## config.mk

```make
export PLATFORM = sky130hd
export DESIGN_NAME = mem_arb_flat
export DESIGN_NICKNAME = d
export VERILOG_FILES = /design/src/rtl/mem_arb_pkg.sv /design/src/rtl/mem_arb_if.sv /design/src/rtl/arb_rr2.sv /design/src/rtl/mem_arb.sv /design/src/flat_wrapper.sv
export SDC_FILE = /design/constraint.sdc
export NUM_CORES = 1
export LEC_CHECK = 0
export ABC_AREA = 1
export BUFFER_PORTS_ARGS = -buffer_cell sky130_fd_sc_hd__buf_2
export CAP_MARGIN = 20
export CORE_AREA = 2 2 121 123
export CTS_BUF_LIST = sky130_fd_sc_hd__clkbuf_4
export DETAILED_ROUTE_END_ITERATION = 10
export DIE_AREA = 0 0 123 125
export PLACE_DENSITY = 0.77
export SYNTH_ARGS = -nofsm -noshare
export SYNTH_HDL_FRONTEND = slang
export SYNTH_SLANG_ARGS = --single-unit
export TNS_END_PERCENT = 10
```

## constraint.sdc

```tcl
create_clock -name clk -period 4.1 [get_ports clk]
set_input_delay 0.205 -clock clk [delete_from_list [all_inputs] [get_ports clk]]
set_output_delay 0.205 -clock clk [all_outputs]
set_load 0.05 [all_outputs]
```

## src/rtl/mem_arb_pkg.sv

```systemverilog
// Shared types and constants for the instruction/data memory arbiter.
package mem_arb_pkg;

    // Default width of the ack-timeout counter.
    localparam int unsigned TMO_W_DEF = 8;

    // Byte enables presented for an instruction fill (always a full word).
    localparam logic [3:0] IFETCH_BE = 4'hF;

    // Arbiter FSM states.
    typedef enum logic [1:0] {
        ST_IDLE  = 2'd0,
        ST_IBUSY = 2'd1,
        ST_DBUSY = 2'd2,
        ST_DONE  = 2'd3
    } state_e;

    // Requester identity, used by the round-robin grant logic.
    typedef enum logic {
        SIDE_I = 1'b0,
        SIDE_D = 1'b1
    } side_e;

endpackage

```

## src/rtl/mem_arb_if.sv

```systemverilog
// Requester and memory-side signal bundle for mem_arb.
interface mem_arb_if;

    // Instruction-fill side
    logic        ireq;
    logic [31:0] iaddr;
    logic        idone;
    logic [31:0] irdata;
    logic        istall;

    // Data side
    logic        dreq;
    logic        dwe;
    logic [31:0] daddr;
    logic [31:0] dwdata;
    logic [3:0]  dbe;
    logic        ddone;
    logic [31:0] drdata;
    logic        dstall;

    // Single-port memory side
    logic        mreq;
    logic        mwe;
    logic [31:0] maddr;
    logic [31:0] mwdata;
    logic [3:0]  mbe;
    logic        mack;
    logic [31:0] mrdata;

    // Sticky timeout flag
    logic        tmo_err;

    // Arbiter view
    modport slave (
        input  ireq, iaddr, dreq, dwe, daddr, dwdata, dbe, mack, mrdata,
        output idone, irdata, istall, ddone, drdata, dstall,
               mreq, mwe, maddr, mwdata, mbe, tmo_err
    );

    // Requesters plus memory view
    modport master (
        output ireq, iaddr, dreq, dwe, daddr, dwdata, dbe, mack, mrdata,
        input  idone, irdata, istall, ddone, drdata, dstall,
               mreq, mwe, maddr, mwdata, mbe, tmo_err
    );

endinterface

```

## src/rtl/arb_rr2.sv

```systemverilog
// Two-way round-robin arbiter; on a conflict the side not granted last wins.
module arb_rr2
    import mem_arb_pkg::*;
(
    input  logic  clk_i,
    input  logic  rst_i,
    input  logic  ireq_i,
    input  logic  dreq_i,
    input  logic  take_i,     // grant is consumed this cycle
    output logic  valid_o,
    output side_e side_o
);

    side_e last_q;
    side_e last_d;

    // Grant decision and next value of the last-grant register.
    always_comb begin
        valid_o = ireq_i | dreq_i;
        if (ireq_i && dreq_i) begin
            side_o = (last_q == SIDE_I) ? SIDE_D : SIDE_I;
        end else if (dreq_i) begin
            side_o = SIDE_D;
        end else begin
            side_o = SIDE_I;
        end
        last_d = (take_i && valid_o) ? side_o : last_q;
    end

    // Last-grant register; resets to I so that D wins the first conflict.
    always_ff @(posedge clk_i or posedge rst_i) begin
        if (rst_i) begin
            last_q <= SIDE_I;
        end else begin
            last_q <= last_d;
        end
    end

endmodule

```

## src/rtl/mem_arb.sv

```systemverilog
// Arbitrates instruction fills and data accesses onto one memory port,
// with a saturating ack timeout that aborts a stuck transaction.
module mem_arb
    import mem_arb_pkg::*;
#(
    parameter int unsigned TMO_W = TMO_W_DEF
) (
    input  logic      clk,
    input  logic      reset,
    mem_arb_if.slave  bus
);

    state_e           state_q;
    logic             mreq_q;
    logic             mwe_q;
    logic [31:0]      maddr_q;
    logic [31:0]      mwdata_q;
    logic [3:0]       mbe_q;
    logic             idone_q;
    logic             ddone_q;
    logic [31:0]      irdata_q;
    logic [31:0]      drdata_q;
    logic             tmo_q;
    logic [TMO_W-1:0] cnt_q;
    logic [TMO_W-1:0] cnt_d;

    logic  gnt_valid;
    side_e gnt_side;

    arb_rr2 u_rr (
        .clk_i   (clk),
        .rst_i   (reset),
        .ireq_i  (bus.ireq),
        .dreq_i  (bus.dreq),
        .take_i  (state_q == ST_IDLE),
        .valid_o (gnt_valid),
        .side_o  (gnt_side)
    );

    // Saturating increment of the timeout counter.
    always_comb begin
        cnt_d = (cnt_q == '1) ? cnt_q : cnt_q + 1'b1;
    end

    // Arbiter FSM with registered memory-side and completion outputs.
    always_ff @(posedge clk or posedge reset) begin
        if (reset) begin
            state_q  <= ST_IDLE;
            mreq_q   <= 1'b0;
            mwe_q    <= 1'b0;
            maddr_q  <= '0;
            mwdata_q <= '0;
            mbe_q    <= '0;
            idone_q  <= 1'b0;
            ddone_q  <= 1'b0;
            irdata_q <= '0;
            drdata_q <= '0;
            tmo_q    <= 1'b0;
            cnt_q    <= '0;
        end else begin
            idone_q <= 1'b0;
            ddone_q <= 1'b0;
            case (state_q)
                ST_IDLE: begin
                    if (gnt_valid) begin
                        mreq_q <= 1'b1;
                        cnt_q  <= '0;
                        if (gnt_side == SIDE_D) begin
                            maddr_q  <= bus.daddr;
                            mwdata_q <= bus.dwdata;
                            mbe_q    <= bus.dbe;
                            mwe_q    <= bus.dwe;
                            state_q  <= ST_DBUSY;
                        end else begin
                            maddr_q  <= bus.iaddr;
                            mwdata_q <= '0;
                            mbe_q    <= IFETCH_BE;
                            mwe_q    <= 1'b0;
                            state_q  <= ST_IBUSY;
                        end
                    end
                end
                ST_IBUSY, ST_DBUSY: begin
                    if (bus.mack) begin
                        if (state_q == ST_IBUSY) begin
                            irdata_q <= bus.mrdata;
                        end else if (!mwe_q) begin
                            drdata_q <= bus.mrdata;
                        end
                        idone_q <= (state_q == ST_IBUSY);
                        ddone_q <= (state_q == ST_DBUSY);
                        mreq_q  <= 1'b0;
                        mwe_q   <= 1'b0;
                        state_q <= ST_DONE;
                    end else begin
                        cnt_q <= cnt_d;
                        // Abort on the cycle the counter reaches all-ones;
                        // the requester is released with its data untouched.
                        if (cnt_d == '1) begin
                            tmo_q   <= 1'b1;
                            idone_q <= (state_q == ST_IBUSY);
                            ddone_q <= (state_q == ST_DBUSY);
                            mreq_q  <= 1'b0;
                            mwe_q   <= 1'b0;
                            state_q <= ST_DONE;
                        end
                    end
                end
                ST_DONE: begin
                    state_q <= ST_IDLE;
                end
                default: begin
                    state_q <= ST_IDLE;
                end
            endcase
        end
    end

    assign bus.mreq    = mreq_q;
    assign bus.mwe     = mwe_q;
    assign bus.maddr   = maddr_q;
    assign bus.mwdata  = mwdata_q;
    assign bus.mbe     = mbe_q;
    assign bus.idone   = idone_q;
    assign bus.ddone   = ddone_q;
    assign bus.irdata  = irdata_q;
    assign bus.drdata  = drdata_q;
    assign bus.tmo_err = tmo_q;
    assign bus.istall  = bus.ireq & ~idone_q;
    assign bus.dstall  = bus.dreq & ~ddone_q;

endmodule

```

## src/flat_wrapper.sv

```systemverilog
// flat-port wrapper written by rule: the top's interface ports become plain ports
module mem_arb_flat import mem_arb_pkg::*;
#(
    parameter int unsigned TMO_W = TMO_W_DEF
)
  (clk, reset, bus_ireq, bus_iaddr, bus_dreq, bus_dwe, bus_daddr, bus_dwdata, bus_dbe, bus_mack, bus_mrdata, bus_idone, bus_irdata, bus_istall, bus_ddone, bus_drdata, bus_dstall, bus_mreq, bus_mwe, bus_maddr, bus_mwdata, bus_mbe, bus_tmo_err);
  mem_arb_if bus_i ();
  input  logic clk;
  input  logic reset;
  input wire logic [$bits(bus_i.ireq)-1:0] bus_ireq;
  input wire logic [$bits(bus_i.iaddr)-1:0] bus_iaddr;
  input wire logic [$bits(bus_i.dreq)-1:0] bus_dreq;
  input wire logic [$bits(bus_i.dwe)-1:0] bus_dwe;
  input wire logic [$bits(bus_i.daddr)-1:0] bus_daddr;
  input wire logic [$bits(bus_i.dwdata)-1:0] bus_dwdata;
  input wire logic [$bits(bus_i.dbe)-1:0] bus_dbe;
  input wire logic [$bits(bus_i.mack)-1:0] bus_mack;
  input wire logic [$bits(bus_i.mrdata)-1:0] bus_mrdata;
  output wire logic [$bits(bus_i.idone)-1:0] bus_idone;
  output wire logic [$bits(bus_i.irdata)-1:0] bus_irdata;
  output wire logic [$bits(bus_i.istall)-1:0] bus_istall;
  output wire logic [$bits(bus_i.ddone)-1:0] bus_ddone;
  output wire logic [$bits(bus_i.drdata)-1:0] bus_drdata;
  output wire logic [$bits(bus_i.dstall)-1:0] bus_dstall;
  output wire logic [$bits(bus_i.mreq)-1:0] bus_mreq;
  output wire logic [$bits(bus_i.mwe)-1:0] bus_mwe;
  output wire logic [$bits(bus_i.maddr)-1:0] bus_maddr;
  output wire logic [$bits(bus_i.mwdata)-1:0] bus_mwdata;
  output wire logic [$bits(bus_i.mbe)-1:0] bus_mbe;
  output wire logic [$bits(bus_i.tmo_err)-1:0] bus_tmo_err;
  assign bus_i.ireq = bus_ireq;
  assign bus_i.iaddr = bus_iaddr;
  assign bus_i.dreq = bus_dreq;
  assign bus_i.dwe = bus_dwe;
  assign bus_i.daddr = bus_daddr;
  assign bus_i.dwdata = bus_dwdata;
  assign bus_i.dbe = bus_dbe;
  assign bus_i.mack = bus_mack;
  assign bus_i.mrdata = bus_mrdata;
  assign bus_idone = bus_i.idone;
  assign bus_irdata = bus_i.irdata;
  assign bus_istall = bus_i.istall;
  assign bus_ddone = bus_i.ddone;
  assign bus_drdata = bus_i.drdata;
  assign bus_dstall = bus_i.dstall;
  assign bus_mreq = bus_i.mreq;
  assign bus_mwe = bus_i.mwe;
  assign bus_maddr = bus_i.maddr;
  assign bus_mwdata = bus_i.mwdata;
  assign bus_mbe = bus_i.mbe;
  assign bus_tmo_err = bus_i.tmo_err;
  mem_arb #(.TMO_W(TMO_W)) u_core (.clk(clk), .reset(reset), .bus(bus_i));
endmodule
```

==> results.sh <==
export IMPL_worst_path_max_fanout=41
export IMPL_synth_top_family_by_area="compound AO/OA/AOI/OAI gates"
export IMPL_clkSinkCount=148
export IMPL_grt_remaining_overflow=0
export IMPL_synthesis_yosys_warnings=0
export IMPL_drive_above_1_share_pct=31.81
export IMPL_synth_xor_area_share_pct=0
export IMPL_port_buffers=276
export IMPL_fin_cells=1235
export IMPL_detailroute_via_count=6140
export IMPL_number_of_buffers_added_for_setup_after_cts=0
export IMPL_count_of_routing_violations_after_the_opening_detailed_route_iteration=347
export IMPL_core_area_um2=14200
export IMPL_die_width_um=123
export IMPL_timing_slew_headroom_pct=32.19
export IMPL_muxShareOfSynthArea_pct=0
export IMPL_top_level_ports=277
export IMPL_power_per_cell_area_nw_per_um2=888.5
export IMPL_mean_syn_cell_area_um2=9.545
export IMPL_synth_seq_area_share_pct=61.30
export IMPL_num_nets_final=1180
export IMPL_layout_worst_path_cycle_share_pct=58.97
export IMPL_design_die_area_um2=15380
export IMPL_clk_path_buf_depth=2
export IMPL_synth_compound_area_share_pct=17.42
export IMPL_cts_max_level=4
export IMPL_global_route_usage_total_pct=25.48
export IMPL_dpl_instance_area_um2=7579
export IMPL_ir_worst_vdd_mv=0.5524
export IMPL_synthAdderAreaFrac_pct=1.035
export IMPL_category_of_the_most_critical_setup_path="flop to flop"
export IMPL_gp_congestion=0.8433
export IMPL_routed_length_per_instance_um=15.77
export IMPL_max_freq_mhz=413.6
export IMPL_finalHoldViolations=0
export IMPL_viasPerCell=4.972
export IMPL_leakage_power_uw=0.004886
export IMPL_synthesis_instances=633
export IMPL_timing_hold_worst_class="input pin to flop"
export IMPL_synth_nets=776
export IMPL_initial_antenna_violation_count=1
export IMPL_fin_skew_ns=0.01738
export IMPL_worst_slew_pin_transition_ns=1.014
export IMPL_fill_cell_total_of_the_finished_layout=1112
export IMPL_run_status="completed"
export IMPL_worst_setup_hold_path_clk_slew_ns=0.13
export IMPL_start_util_pct=42.54
export IMPL_ys_seq_elements=148
export IMPL_worstRegToRegCells=9
export IMPL_global_route_wire_length_before_repair_um=30440
export IMPL_detail_route_drc_violations=0
export IMPL_numPlacedInstances=1066
export IMPL_tritoncts_num_buffers=17
export IMPL_grt_setup_unrepaired="false"
export IMPL_worst_ep_arrival_time_ns=2.91
export IMPL_multi_input_comb_area_um2=2003
export IMPL_yosys_area_share_simple_pct=14.58
export IMPL_root_buffer="clkbuf_4"
export IMPL_first_global_vias=6274
export IMPL_finalMaxSlewViolations=0
export IMPL_pin_count_of_the_biggest_net_entering_global_routing=76
export IMPL_std_cell_rows=44
export IMPL_dr_pass1_iters=7
export IMPL_post_route_util_pct=65.03
export IMPL_die_y_um=125
export IMPL_crit_required_ns=4.59
export IMPL_cts_tree="yes"
export IMPL_drt_total_wl_um=19480
export IMPL_clk_latency_ns=0.54
export IMPL_mapped_cell_area_um2=6042
export IMPL_antenna_left=0
export IMPL_ff_latch_area_um2=3704
export IMPL_finalSetupViolations=0
export IMPL_synthesis_to_finish_area_growth_pct=52.87
export IMPL_yosys_cell_types_count=26
export IMPL_finalSetupTns_ns=0
export IMPL_critical_path_startpoint_type="flop"
export IMPL_drv_cap=0
export IMPL_period_needed_ns=2.418
export IMPL_worst_hold_path_num_cells=5
export IMPL_finish_instance_area_um2=9236
export IMPL_timing_critical_path_to_type="flop"
export IMPL_detailed_place_hpwl_um=11420
-- flip-flops by register name (all words and copies together) (netlist names) --
signal / flops
u_core.state_q: 2
u_core.bus.ddone: 1
u_core.u_rr.last_q: 1
u_core.bus.idone: 1
u_core.bus.mreq: 1
u_core.bus.maddr: 32
u_core.bus.irdata: 32
u_core.bus.mwdata: 32
u_core.bus.tmo_err: 1
u_core.bus.mbe: 4
u_core.bus.drdata: 32
u_core.bus.mwe: 1
u_core.cnt_q: 8
-- logic make-up after synthesis --
kind of cell / Yosys count
compound gates: 181
fa+ha+maj: 5
buf+inv: 87
flops: 148
simple gates: 212
-- layer usage --
| metal | up-vias | track usage (%) | part of all wire [%] |
|---|---|---|---|
| met5 | - | 0 | 0 |
| met3 | 70 | 5.292 | 5.5 |
| met2 | 263 | 45.60 | 52 |
| li1 | 2899 | - | - |
| met1 | 2908 | 28.32 | 38 |
| met4 | 0 | 12.57 | 4.5 |
-- worst paths after layout --
kind,slack (ns),endpoint,start
worst max-delay path,1.68,u_core.bus.maddr[21]$_DFFE_PP0P_,u_core.state_q[0]$_DFFE_PP0P_
worst min-delay path,0.12,u_core.state_q[0]$_DFFE_PP0P_,bus_ireq
worst max register to register,1.68,u_core.bus.maddr[21]$_DFFE_PP0P_,u_core.state_q[0]$_DFFE_PP0P_
worst min register to register,0.49,u_core.bus.irdata[26]$_DFFE_PP0P_,u_core.bus.irdata[26]$_DFFE_PP0P_
max in group asynchronous,2.79,u_core.bus.drdata[2]$_DFFE_PP0P_,reset
min in group asynchronous,0.34,u_core.bus.drdata[31]$_DFFE_PP0P_,reset
-- area by class of cell --
class / count / share of cell area (%)
flip-flops and latches: 148 / 40.10
multi-input cells: 398 / 21.69
diodes: 1 / 0.02709
clock buffers: 20 / 1.626
well taps: 184 / 2.493
inverters: 55 / 2.276
clock inverters: 12 / 1.449
repair buffers: 417 / 30.34
-- cell usage after synthesis --
master,n,area share [%]
inv_2,1,0.062
nor2_2,4,0.41
o21ai_2,1,0.14
nor3_1,3,0.25
buf_6,1,0.19
nand4_1,2,0.21
nor2_1,42,2.6
nand2_2,5,0.52
o21ai_0,138,11
nand3_1,17,1.4
a22o_1,32,4.6
clkbuf_2,1,0.083
o22a_1,4,0.58
buf_2,6,0.50
and3_1,1,0.10
dfrtp_1,148,61
nor2_4,2,0.37
clkbuf_1,23,1.4
o21ai_1,4,0.33
inv_1,54,3.4
nand2_1,134,8.3
ha_1,5,1.0
a31o_2,1,0.14
buf_1,1,0.062
nand2_4,2,0.37
a21oi_2,1,0.14
-- critical path, cell delays in order, from the launching register on --
cell           delay (ns)
dfrtp_1              0.42
inv_1                0.08
ha_1                 0.24
inv_1                0.13
a21oi_2              0.06
inv_2                0.36
buf_12               0.28
nand2_1              0.09
o21ai_0              0.08
dlygate4sd3_1        0.59
-- report_power, final --
part	leakage [µW]	switching (µW)	internal (µW)
Combinational	0.00288	3520	1280
Sequential	0.00186	387	2110
Clock	0.000144	529	382
-- cells in the final DEF (no fill, tap or decap), drive strengths merged --
cell type / synthesis / routed
buf: 8 / 282
dfrtp: 148 / 148
o21ai: 143 / 143
nand2: 141 / 141
dlygate4sd3: 0 / 135
inv: 55 / 54
nor2: 48 / 48
a22o: 32 / 32
clkbuf: 24 / 20
nand3: 17 / 17
clkinv: 0 / 7
ha: 5 / 5
o22a: 4 / 4
clkinvlp: 0 / 4
nor3: 3 / 3
nand4: 2 / 2
bufinv: 0 / 2
diode: 0 / 1
a21oi: 1 / 1
and3: 1 / 1
a31o: 1 / 1
-- through the flow --
step / setup slack, ns / total power [µW] / hold slack [ns]
2_1_floorplan: 2.034 / 5738 / 0.3445
5_1_grt: 1.486 / 8640 / 0.1400
4_1_cts: 1.500 / 8115 / 0.07595
3_3_place_gp: 2.089 / 6756 / 0.3691
3_5_place_dp: 2.003 / 6831 / 0.3694
6_report: 1.682 / 8207 / 0.1230
-- repair_timing --
item | 4_1_cts | 5_1_grt
endpoints found under the hold margin | 167 | 0
hold buffers | 135 | 0
gates resized for setup | 0 | 0
setup endpoints to repair | 0 | 0
No activity file was read; power rests on OpenSTA's default activity.
